==> src/rtl/dc_nb_pkg.sv <==
// Shared types and default parameters for the dc_nb_timer down-counter/timer.
package dc_nb_pkg;

    localparam int unsigned DEFAULT_WIDTH    = 8;
    localparam int unsigned DEFAULT_PRESCALE = 4;

    typedef enum logic [1:0] {
        IDLE = 2'd0,
        RUN  = 2'd1,
        DONE = 2'd2
    } state_t;

    typedef enum logic {
        ONE_SHOT = 1'b0,
        PERIODIC = 1'b1
    } mode_t;

endpackage

==> src/rtl/dc_nb_prescaler.sv <==
// Divides enabled cycles by PRESCALE; tick is high on the last enabled cycle of each period.
module dc_nb_prescaler
    import dc_nb_pkg::*;
#(
    parameter int unsigned PRESCALE = DEFAULT_PRESCALE
) (
    input  logic clk,
    input  logic reset,
    input  logic clear,
    input  logic enable,
    output logic tick
);

    localparam int unsigned CW = $clog2(PRESCALE);
    localparam logic [CW-1:0] LAST = CW'(PRESCALE - 1);

    logic [CW-1:0] cnt;

    always_ff @(posedge clk or posedge reset) begin
        if (reset) begin
            cnt <= '0;
        end else if (clear) begin
            cnt <= '0;
        end else if (enable) begin
            cnt <= (cnt == LAST) ? '0 : cnt + CW'(1);
        end
    end

    assign tick = enable && (cnt == LAST);

endmodule

==> src/rtl/dc_nb_timer.sv <==
// Parametrised loadable down-counter/timer with reload, one-shot/periodic modes and tc pulse.
// Define DC_NB_PRESCALE_EN to divide count ticks by PRESCALE enabled cycles.
module dc_nb_timer
    import dc_nb_pkg::*;
#(
    parameter int unsigned WIDTH    = DEFAULT_WIDTH,
    parameter int unsigned PRESCALE = DEFAULT_PRESCALE
) (
    input  logic             clk,
    input  logic             reset,
    input  logic             enable,
    input  logic             load,
    input  logic [WIDTH-1:0] data,
    input  logic             mode,
    input  logic             start,
    input  logic             stop,
    output logic [WIDTH-1:0] count,
    output logic             zero,
    output logic             tc,
    output logic             busy
);

    state_t           state;
    state_t           state_nxt;
    mode_t            mode_s;
    logic [WIDTH-1:0] reload;
    logic [WIDTH-1:0] count_nxt;
    logic [WIDTH-1:0] reload_nxt;
    logic             tc_nxt;
    logic             tick;
    logic             run_tick;
    logic             reload_is_zero;

    assign mode_s         = mode_t'(mode);
    assign run_tick       = (state == RUN) && tick;
    assign reload_is_zero = (reload == '0);

`ifdef DC_NB_PRESCALE_EN
    logic presc_clear;

    // Phase restarts on any control action and when the timer lands in DONE.
    assign presc_clear = load || stop || start || ((state_nxt == DONE) && (state != DONE));

    dc_nb_prescaler #(
        .PRESCALE (PRESCALE)
    ) u_prescaler (
        .clk    (clk),
        .reset  (reset),
        .clear  (presc_clear),
        .enable (enable && (state == RUN)),
        .tick   (tick)
    );
`else
    logic unused_prescale;

    assign tick            = enable;
    assign unused_prescale = (PRESCALE != 0);
`endif

    always_ff @(posedge clk or posedge reset) begin
        if (reset) begin
            state <= IDLE;
        end else begin
            state <= state_nxt;
        end
    end

    // Priority: load > stop > start > tick; stop suppresses a simultaneous start.
    always_comb begin
        state_nxt = state;
        if (load) begin
            state_nxt = IDLE;
        end else if (stop) begin
            if (state == RUN) begin
                state_nxt = IDLE;
            end
        end else if (start) begin
            state_nxt = reload_is_zero ? DONE : RUN;
        end else if (run_tick && (mode_s == ONE_SHOT)) begin
            if ((count == WIDTH'(1)) || (count == '0)) begin
                state_nxt = DONE;
            end
        end
    end

    always_comb begin
        count_nxt  = count;
        reload_nxt = reload;
        tc_nxt     = 1'b0;
        if (load) begin
            count_nxt  = data;
            reload_nxt = data;
        end else if (stop) begin
            count_nxt = count;
        end else if (start) begin
            count_nxt = reload;
            tc_nxt    = reload_is_zero;
        end else if (run_tick) begin
            if (count > WIDTH'(1)) begin
                count_nxt = count - WIDTH'(1);
            end else if (count == WIDTH'(1)) begin
                count_nxt = '0;
                tc_nxt    = 1'b1;
            end else if (mode_s == PERIODIC) begin
                count_nxt = reload;
            end
        end
    end

    always_ff @(posedge clk or posedge reset) begin
        if (reset) begin
            count  <= '1;
            reload <= '1;
            tc     <= 1'b0;
            busy   <= 1'b0;
        end else begin
            count  <= count_nxt;
            reload <= reload_nxt;
            tc     <= tc_nxt;
            busy   <= (state_nxt == RUN);
        end
    end

    assign zero = (count == '0);

endmodule

==> config.mk <==
export PLATFORM = sky130hd
export DESIGN_NAME = dc_nb_timer
export DESIGN_NICKNAME = d
export VERILOG_FILES = /design/src/rtl/dc_nb_pkg.sv /design/src/rtl/dc_nb_prescaler.sv /design/src/rtl/dc_nb_timer.sv
export SDC_FILE = /design/constraint.sdc
export NUM_CORES = 1
export LEC_CHECK = 0
export ABC_AREA = 1
export BUFFER_PORTS_ARGS = -buffer_cell sky130_fd_sc_hd__buf_2
export CAP_MARGIN = 5
export CORE_AREA = 2 2 57 59
export CTS_CLUSTER_SIZE = 12
export DETAILED_ROUTE_END_ITERATION = 8
export DIE_AREA = 0 0 59 61
export PLACE_DENSITY = 0.77
export SLEW_MARGIN = 10
export SYNTH_ARGS = -nofsm -noshare
export SYNTH_HDL_FRONTEND = slang
export SYNTH_SLANG_ARGS = --single-unit
==> constraint.sdc <==
create_clock -name clk -period 1.86 [get_ports clk]
set_input_delay 0.279 -clock clk [delete_from_list [all_inputs] [get_ports clk]]
set_output_delay 0.279 -clock clk [all_outputs]
set_load 0.01 [all_outputs]
After elaboration in Yosys (flattened, before gate mapping)

Index checks and enable logic that the tools add are counted.

Output and inout bits: 11
Word-level logic and storage cells: 40
Register bits after elaboration: 20

Muxes and demuxes: 20
Bitwise logic cells: 1
Add/sub/neg operators: 1
Reductions and logical operators: 8
Eq/ne operators: 4
Order comparisons: 1

Operators with widths:

| kind                  | count |
|---|---|
| $mux W8               | 7 |
| $logic_not A8 Y1      | 2 |
| $mux W2               | 7 |
| $eq A8 B1 Y1 const B  | 1 |
| $gt A8 B1 Y1 const B  | 1 |
| $sub A8 B1 Y8 const B | 1 |
| $mux W1               | 6 |
| $reduce_bool A5 Y1    | 1 |
| $eq A2 B1 Y1 const B  | 2 |
| $reduce_and A3 Y1     | 1 |
| $reduce_bool A3 Y1    | 1 |
| $logic_and A1 B1 Y1   | 2 |
| $ne A2 B2 Y1 const B  | 1 |
| $logic_or A1 B1 Y1    | 1 |
| $not A1 Y1            | 1 |

Depth between registers and ports, before layout

Gate-level depths: netlist of run 1.

Depth after elaboration: 8
Depth in mapped cells: 11

Least setup slack after synthesis of run 1

No wires, ideal clock.

Kind: reg2reg
Start: reg count[0]
End: reg count[6]
Cell stages (with the launch flop): 12
Path slack: 0.246 ns
Path buffers: 0
Setup time: 0.061 ns
Arrival time: 1.552 ns
Required time: 1.799 ns
Cell sequence: dfstp_2 inv_1 ha_1 nand2_2 inv_1 nand2_1 nand3_1 nor2_2 nand2_1 nand2_1 nand2_1 nand2_1

Word-level cells in the longest chain between the ends: 7
Elaborated cells on any way between the ends: 11
Classes of those cells: 1 x add/sub; 1 x order compare; 1 x eq/ne; 6 x mux; 2 x reduce/logical

Ends and longest elaborated chain:

| what                                                                  | RTL line           | source |
|---|---|---|
| start, declared                                                       | dc_nb_timer.sv:17  | `output logic [WIDTH-1:0] count,` |
| start signal, assigned                                                | dc_nb_timer.sv:117 | `count <= count_nxt;` |
| parallel branches: the longest is 7 deep, another holds $sub A8 B1 Y8 | n/a                |  |

Several ways; the timed one is not identified. The select of a mux whose other input is x is not followed.
A chain may end at the register's enable or synchronous reset.

Final worst setup path of run 1

Start: reg count[0]
End: out zero

Word-level cells in the longest chain between the ends: 1

Ends and longest elaborated chain:

| what             | RTL line           | source |
|---|---|---|
| $logic_not A8 Y1 | dc_nb_timer.sv:124 | `assign zero = (count == '0);` |
| end, declared    | dc_nb_timer.sv:18  | `output logic zero,` |

Every way passes these cells.

==> results of run 1 <==
[cell usage after synthesis, drive strengths merged]
library cell / count / share of area, %
nand2: 71 / 22
inv: 28 / 8.0
nand3: 22 / 8.4
nor2: 22 / 7.3
dfstp: 16 / 32
o21ai: 11 / 5.1
dfrtp: 4 / 7.6
clkbuf: 3 / 0.86
xor2: 3 / 2.0
a21boi: 2 / 1.1
a21oi: 2 / 0.76
ha: 2 / 1.9
nand4: 2 / 0.96
or2: 2 / 0.96
a31oi: 1 / 0.48
clkinv: 1 / 0.29
nor3: 1 / 0.38
[metal layers]
metal | routed length [microns] | track usage, %
met4 | 21 | 4.87
met3 | 179 | 4.69
met5 | 0 | 0
met1 | 1410 | 23.8
met2 | 1310 | 28.9
[final timing paths]
| path | startpoint | endpoint | slack (ns) |
|---|---|---|---|
| max | count[0] | zero | 0.12 |
| min | data[7] | reload[7] | 0.20 |
| max reg2reg | count[1] | count[6] | 0.15 |
| min reg2reg | count[1] | count[1] | 0.52 |
| max in group asynchronous | reset | count[5] | 1.36 |
| min in group asynchronous | reset | reload[2] | 0.22 |
[timing repair]
item | in CTS | in global routing
endpoints found under the hold margin | 0 | 0
gates resized for setup | 0 | 3
buffers inserted | 0 | 1
endpoints found under the setup margin | 0 | 7
[report_power, final]
part           total [mW]  switching, mW  leakage (nW)  internal (mW)
Combinational       0.408          0.255         0.616          0.152
Sequential          0.572         0.0512         0.221          0.521
Clock               0.225          0.141        0.0150         0.0838
[per-stage QoR]
step | power (mW) | util, % | TNS, ns
floorplan | 0.852 | - | 0
global placement | 0.968 | 50.3 | 0
detailed placement | 0.975 | 50.3 | 0
CTS | 1.20 | 51.2 | 0
global route | 1.29 | 51.9 | -0.0203
finish | 1.20 | 51.9 | 0
[cells in the final DEF (no fill, tap or decap), drive strengths merged, types with 3 or more instances in the layout]
cell type | netlist | final
buf | 0 | 29
clkbuf | 3 | 4
dfrtp | 4 | 4
dfstp | 16 | 16
inv | 28 | 28
nand2 | 71 | 71
nand3 | 22 | 22
nor2 | 22 | 22
o21ai | 11 | 11
xor2 | 3 | 3
[cell type report]
class / count / share of cell area [%]
Timing Repair Buffer: 29 / 10.1
Multi-Input combinational cell: 141 / 44.4
Sequential cell: 20 / 34.0
Inverter: 29 / 7.10
Tap cell: 33 / 2.69
Clock buffer: 4 / 1.71
[state kept, by name, summed over array words and instances (netlist names)]
name and cells:
reload 8, busy 1, count 8, tc 1, state 2
[cell families (layout without fill, tap and decap cells)]
family / count (synthesis) / count (layout) / share of synthesized area, %
adder cells (fa/ha/maj): 2 / 2 / 1.91
AO/OA/AOI/OAI: 16 / 16 / 7.46
flip-flops: 20 / 20 / 39.8
buffers and inverters: 32 / 62 / 9.18
AND/OR/NAND/NOR: 120 / 120 / 39.7
XOR/XNOR: 3 / 3 / 2.01
[tightest hold or removal path, delay by kind of cell]
family          cells  cell delay [ns]
simple gates        1             0.05
compound gates      1             0.07
buf+inv             1             0.08
==> run summary, run 1 <==
• run status: finished clean
• worst-case vdd ir drop: 0.450 mV
• class of the most critical setup path: reg2out
• Net count, final: 241
• register cell area after layout: 520 sq um
• Vias/cell: 4.94
• Core Rows: 20
• Synth Register Bits: 20
• die area: 3600 sq um
• number of failing setup endpoints in the final timing report: 0
• Mapped Nets: 210
• GRT Overall Usage: 17.9%
• final setup margin: 0.123 ns
• Worst Hold Class: in2reg
• Area growth syn-to-layout: 17.1%
• number of violations of the max-capacitance limit: 0
• vertical die dimension: 61 microns
• arrival time at the worst endpoint: 1.46 ns
• worst hold slack: 0.199 ns
• CTS tree: yes
• power per unit of standard cell area: 786 nW/um^2
• fill cell count: 300
• worst clock skew: 0.00893 ns
• Final Routed Wirelength: 2920 microns
• diode count: 0
• share of the yosys chip area belonging to registers: 39.8%
• upper clock frequency limit: 0.576 GHz
• synthesized area divided by synthesized cell count: 6.78 sq um
• antenna violations before repair: 0
• CTS Root Cell: sky130_fd_sc_hd__clkbuf_4
• launching element type of the critical path: register
• count of hold-fix buffers inserted at cts: 0
• cell with the largest stage delay on the worst path: sky130_fd_sc_hd__dfstp_2
• detailed-router iteration count before antenna repair: 4
• Starting Density: 44.3%
• area of placed instances: 1490 sq um
• post-route ant nets: 0
• ordered list of cells on the worst path: inv_1 > ha_2 > nand2_2 > nor2_4 > buf_2
• core footprint: 2950 sq um
• DRC Markers: 0
• post-route clock period utilization: 93.4%
• Multi-input gate area: 681 sq um
• overall overflow remaining after global route: 0
• count of final max-slew check failures: 0
• final non-filler cell total: 256
• Worst EP required: 1.58 ns
• maximum buffer depth of the clock tree: 2
• r2r worst-path depth: 11
• I/O pin count: 26
• pre-CTS setup slack: 0.110 ns
• max incr delay on CP: 0.58 ns
• Min Clock Period, post-route: 1.74 ns
• number of placed cells counting well taps: 251
• count of cell instances traversed by the critical path: 5
• first-pass GRT wire length: 4790 microns
• number of H-tree levels: 1
• final hold violation count: 0
• Buffers on Ports: 25
• Placer Congestion: 0.899
• max_slew headroom: 72.0%
• static leakage: 0.853 nW
• DRC marker count from the first detailed-route iteration: 44
• layout cell share with drive strength beyond 1: 26.5%
• Die X: 59 microns
• post-route cell area: 1530 sq um
• number of synthesis warnings: 0
• number of distinct library cells after synthesis: 22
• number of cells on the worst hold path: 3
• post-detail-place hpwl: 2300 microns
• pin count of the biggest net entering global routing: 16
• worst slew pin tran: 0.419 ns
• wire per inst: 11.4 microns
• cts bufs inserted: 3
• buffers and inverters on the worst path: 2
• total vias in the final route: 1264
• Num Clock Sinks: 20
• register clock-pin slew on the reported worst setup and hold paths: 0.12 ns
• Cell Area, Synth: 1310 sq um
• insertion delay of the later-clocked pin in the worst-skew pair: 0.31 ns
• kind of end point of the critical path: primary output
• number of global-route vias before repair: 1097
• cells after synthesis: 193
• Crit Path Max Fanout: 4
• gate family responsible for the most delay along the worst path: flip-flops
Note: power is estimated with default switching activity, not from simulation.
==> inputs of run 2 (changes only) <==
--- a/config.mk
+++ b/config.mk
@@ -5,13 +5,12 @@
 export SDC_FILE = /design/constraint.sdc
 export NUM_CORES = 1
 export LEC_CHECK = 0
-export ABC_AREA = 1
 export BUFFER_PORTS_ARGS = -buffer_cell sky130_fd_sc_hd__buf_2
 export CAP_MARGIN = 5
-export CORE_AREA = 2 2 57 59
+export CORE_AREA = 2 2 55 57
 export CTS_CLUSTER_SIZE = 12
 export DETAILED_ROUTE_END_ITERATION = 8
-export DIE_AREA = 0 0 59 61
+export DIE_AREA = 0 0 57 59
 export PLACE_DENSITY = 0.77
 export SLEW_MARGIN = 10
 export SYNTH_ARGS = -nofsm -noshare
==> run summary, run 2 <==
• class of the most critical setup path: reg2reg
• kind of end point of the critical path: register
• sequential group share of total power: 45.4%, -2.1 points
• most frequent cells after synthesis: 16 x sky130_fd_sc_hd__dfstp_2, 14 x sky130_fd_sc_hd__nor2_1, 12 x sky130_fd_sc_hd__o21ai_0, 7 x sky130_fd_sc_hd__a21oi_1
• number of global-route vias before repair: 1146, +4.5%
• insertion delay of the later-clocked pin in the worst-skew pair: 0.31 ns, about the same
• GRT Overall Usage: 20.4%, +2.5 points
• worst-case vdd ir drop: 0.515 mV, +15%
• post-detail-place hpwl: 2160 microns, -6.2%
• number of failing setup endpoints in the final timing report: 3, +3
• Synth Register Bits: 20, unchanged
• top-area cell type share of the netlist area: 35.0%, +2.9 points
• static leakage: 0.657 nW, -23%
• Worst EP required: 2.11 ns, +0.53 ns
• max_slew headroom: 49.7%, -22 points
• die area: 3360 sq um, -6.6%
• diode count: 0, unchanged
• CTS tree: yes
• FFs w/ async S/R, synth: 100%, unchanged
• post-route clock period utilization: 104%, +11 points
• leading cell types in the layout, fill and taps excluded: 25 x sky130_fd_sc_hd__buf_2, 17 x sky130_fd_sc_hd__buf_4, 16 x sky130_fd_sc_hd__dfstp_2
• antenna violations before repair: 0, unchanged
• Starting Density: 44.3%, -0.047 points
• vertical die dimension: 59 microns, -3.3%
• share of the yosys chip area belonging to registers: 43.4%, +3.6 points
• switch share: 34.2%, -3.0 points
• synth top area cells: sky130_fd_sc_hd__dfstp_2 35%, sky130_fd_sc_hd__dfrtp_1 8.3%, sky130_fd_sc_hd__mux2_2 5.6%, sky130_fd_sc_hd__o21ai_0 5.0%, sky130_fd_sc_hd__nor2_1 4.4%
• ordered list of cells on the worst path: inv_4 > ha_4 > or2_4 > a311o_2 > buf_6 > nor2_1 > o21ai_0 > o21ai_1
• logic gate share of total power: 34.7%, +0.9 points
• unrepaired setup endpoints after global routing: true
• layout cell share with drive strength beyond 1: 56.1%, +30 points
• post-route ant nets: 0, unchanged
• cts bufs inserted: 3, unchanged
• critical path endpoint: count[5]
• register clock-pin slew on the reported worst setup and hold paths: 0.12 ns, about the same
• reg2reg end: count[5]
• cell with the largest stage delay on the worst path: sky130_fd_sc_hd__dfstp_2
• CTS Root Cell: sky130_fd_sc_hd__clkbuf_4
• post-synth top area cell: sky130_fd_sc_hd__dfstp_2
• max incr delay on CP: 0.57 ns, about the same
• core footprint: 2710 sq um, -8.2%
• register cell area after layout: 520 sq um, unchanged
• Final Routed Wirelength: 3270 microns, +12%
• number of synthesis warnings: 0, unchanged
• I/O pin count: 26, unchanged
• overall overflow remaining after global route: 0, unchanged
• Primary FF master, synth: sky130_fd_sc_hd__dfstp_2
• upper clock frequency limit: 0.517 GHz, -10%
• number of H-tree levels: 1, unchanged
• worst clock skew: 0.0131 ns, +0.00418 ns
• count leader, synth: sky130_fd_sc_hd__dfstp_2
• Min Clock Period, post-route: 1.93 ns, +0.196 ns
• Worst R2R Setup Slack: -0.07 ns, -0.22 ns
• worst slew pin tran: 0.754 ns, +0.335 ns
• Core Rows: 19, -5.0%
• wire per inst: 16.8 microns, +47%
• reg2reg start: count[1]
• first-pass GRT wire length: 5300 microns, +11%
• final hold violation count: 0, unchanged
• Area growth syn-to-layout: 35.1%
• pin count of the biggest net entering global routing: 21, +5
• Net Sw Power: 441 uW, -1.5%
• core occupancy in the finished layout: 59.8%, +7.9 points
• Placer Congestion: 0.836, -7.0%
• count of final max-slew check failures: 0, unchanged
• number of distinct library cells after synthesis: 38, +73%
• pre-CTS setup slack: -0.123 ns, -0.233 ns
• Buffers on Ports: 25, unchanged
• Net count, final: 182, -24%
• Worst Hold Class: in2async
• violated checks: setup timing
• total power of the final layout: 1.29 mW, +7.0%
• fill cell count: 241, -20%
• Cell Area, Synth: 1200 sq um, -8.3%
• final setup margin: -0.0735 ns, -0.196 ns
• arrival time at the worst endpoint: 2.19 ns, +0.73 ns
• cell-internal power: 848 uW, +12%
• number of enable flip-flop cells after synthesis: 0, unchanged
• run status: finished with violations
• maximum buffer depth of the clock tree: 2, unchanged
• biggest registers after layout: count: 8 flops, reload: 8 flops, state: 2 flops
• Crit Path Max Fanout: 5, +1
• r2r worst-path depth: 8, -3
• Num Clock Sinks: 20, unchanged
• Multi-input gate area: 702 sq um, +3.1%
• Die X: 57 microns, -3.4%
• total vias in the final route: 1187, -6.1%
• Mapped Nets: 136, -35%
• commonest non-fill, non-tap cell in the layout: sky130_fd_sc_hd__buf_2
• TNS Setup: -0.147 ns, -0.147 ns
• Vias/cell: 6.09, +23%
• detailed-router iteration count before antenna repair: 4, unchanged
• worst setup path startpoint: count[1]
• power per unit of standard cell area: 795 nW/um^2, +1.2%
• synthesized area divided by synthesized cell count: 10.1 sq um, +49%
• cells after synthesis: 119, -38%
• power share of the clock group: 19.9%, +1.2 points
• DRC marker count from the first detailed-route iteration: 71, +61%
• DRC Markers: 0, unchanged
• number of violations of the max-capacitance limit: 0, unchanged
• launching element type of the critical path: register
run 2: cell types whose count changed in the layout (fill, tap and decap cells not counted), moves of 4 or more:
cell / delta
sky130_fd_sc_hd__a21oi_1: +5
sky130_fd_sc_hd__inv_1: -24
sky130_fd_sc_hd__mux2_2: +6
sky130_fd_sc_hd__nand3_1: -20
sky130_fd_sc_hd__nor2_1: -6
sky130_fd_sc_hd__a211oi_1: +4
sky130_fd_sc_hd__o21ai_1: +9
sky130_fd_sc_hd__o21ai_0: -4
sky130_fd_sc_hd__buf_4: +13
sky130_fd_sc_hd__nand2_1: -64
run 2: layer usage:
metal | share of wire (%) | global-route usage [%] | up-vias
met5 | 0 | 0 | -
met4 | 0.43 | 4.98 | 0
met2 | 51 | 34.6 | 65
met1 | 41 | 25.8 | 577
li1 | - | - | 543
met3 | 8.2 | 5.90 | 2
run 2: area by class of cell:
class                           count  share of cell area [%]
Multi-Input combinational cell     89                    43.3
Sequential cell                    20                    32.1
Timing Repair Buffer               45                    18.4
Tap cell                           31                    2.39
Clock buffer                        4                    2.24
Inverter                            6                    1.54
run 2: metrics by stage:
step	area, sq um	cells	hold slack (ns)
final	1620	195	0.0816
after global routing	1620	195	0.149
after floorplan	1210	119	0.231
after CTS	1580	194	0.106
after global placement	1430	181	0.429
after detailed placement	1430	181	0.445
run 2: power groups by stage:
stage	combinational (mW)	clock, mW	sequential [mW]
finish	0.448	0.257	0.585
global route	0.489	0.287	0.592
CTS	0.418	0.262	0.580
detailed placement	0.366	0	0.585
global placement	0.358	0	0.576
floorplan	0.209	0	0.594
run 2: how the worst min path moves through the flow:
| stage | from | endpoint | slack (ns) | cells after the start |
|---|---|---|---|---|
| floorplan | reset | busy | 0.23 | 1 |
| global placement | reset | tc | 0.43 | 2 |
| detailed placement | reset | tc | 0.44 | 2 |
| CTS | reset | tc | 0.11 | 2 |
| global route | reset | tc | 0.15 | 2 |
| finish | reset | tc | 0.08 | 2 |
run 2: cells by family (layout without fill, tap and decap cells):
family          Yosys count  in the layout  share of synthesized area [%]
buf+inv                  11             55                           5.42
fa+ha+maj                 2              2                           2.09
compound gates           41             42                           23.6
flops                    20             20                           43.4
simple gates             39             39                           19.9
mux                       6              6                           5.63
run 2: worst max-delay path, delay by kind of cell, from the launching register on:
kind	cells	cell delay [ns]
AOI/OAI and AO/OA	3	0.59
adders and majority gates	1	0.15
buffers and inverters	2	0.20
DFF	1	0.57
and+or+nand+nor	2	0.38
run 2: timing repair:
item	4_1_cts	5_1_grt
cloned	1	0
hold buffers	0	0
pin swaps	3	5
endpoints found under the setup margin	9	10
gates resized for setup	15	9
buffers inserted	8	1
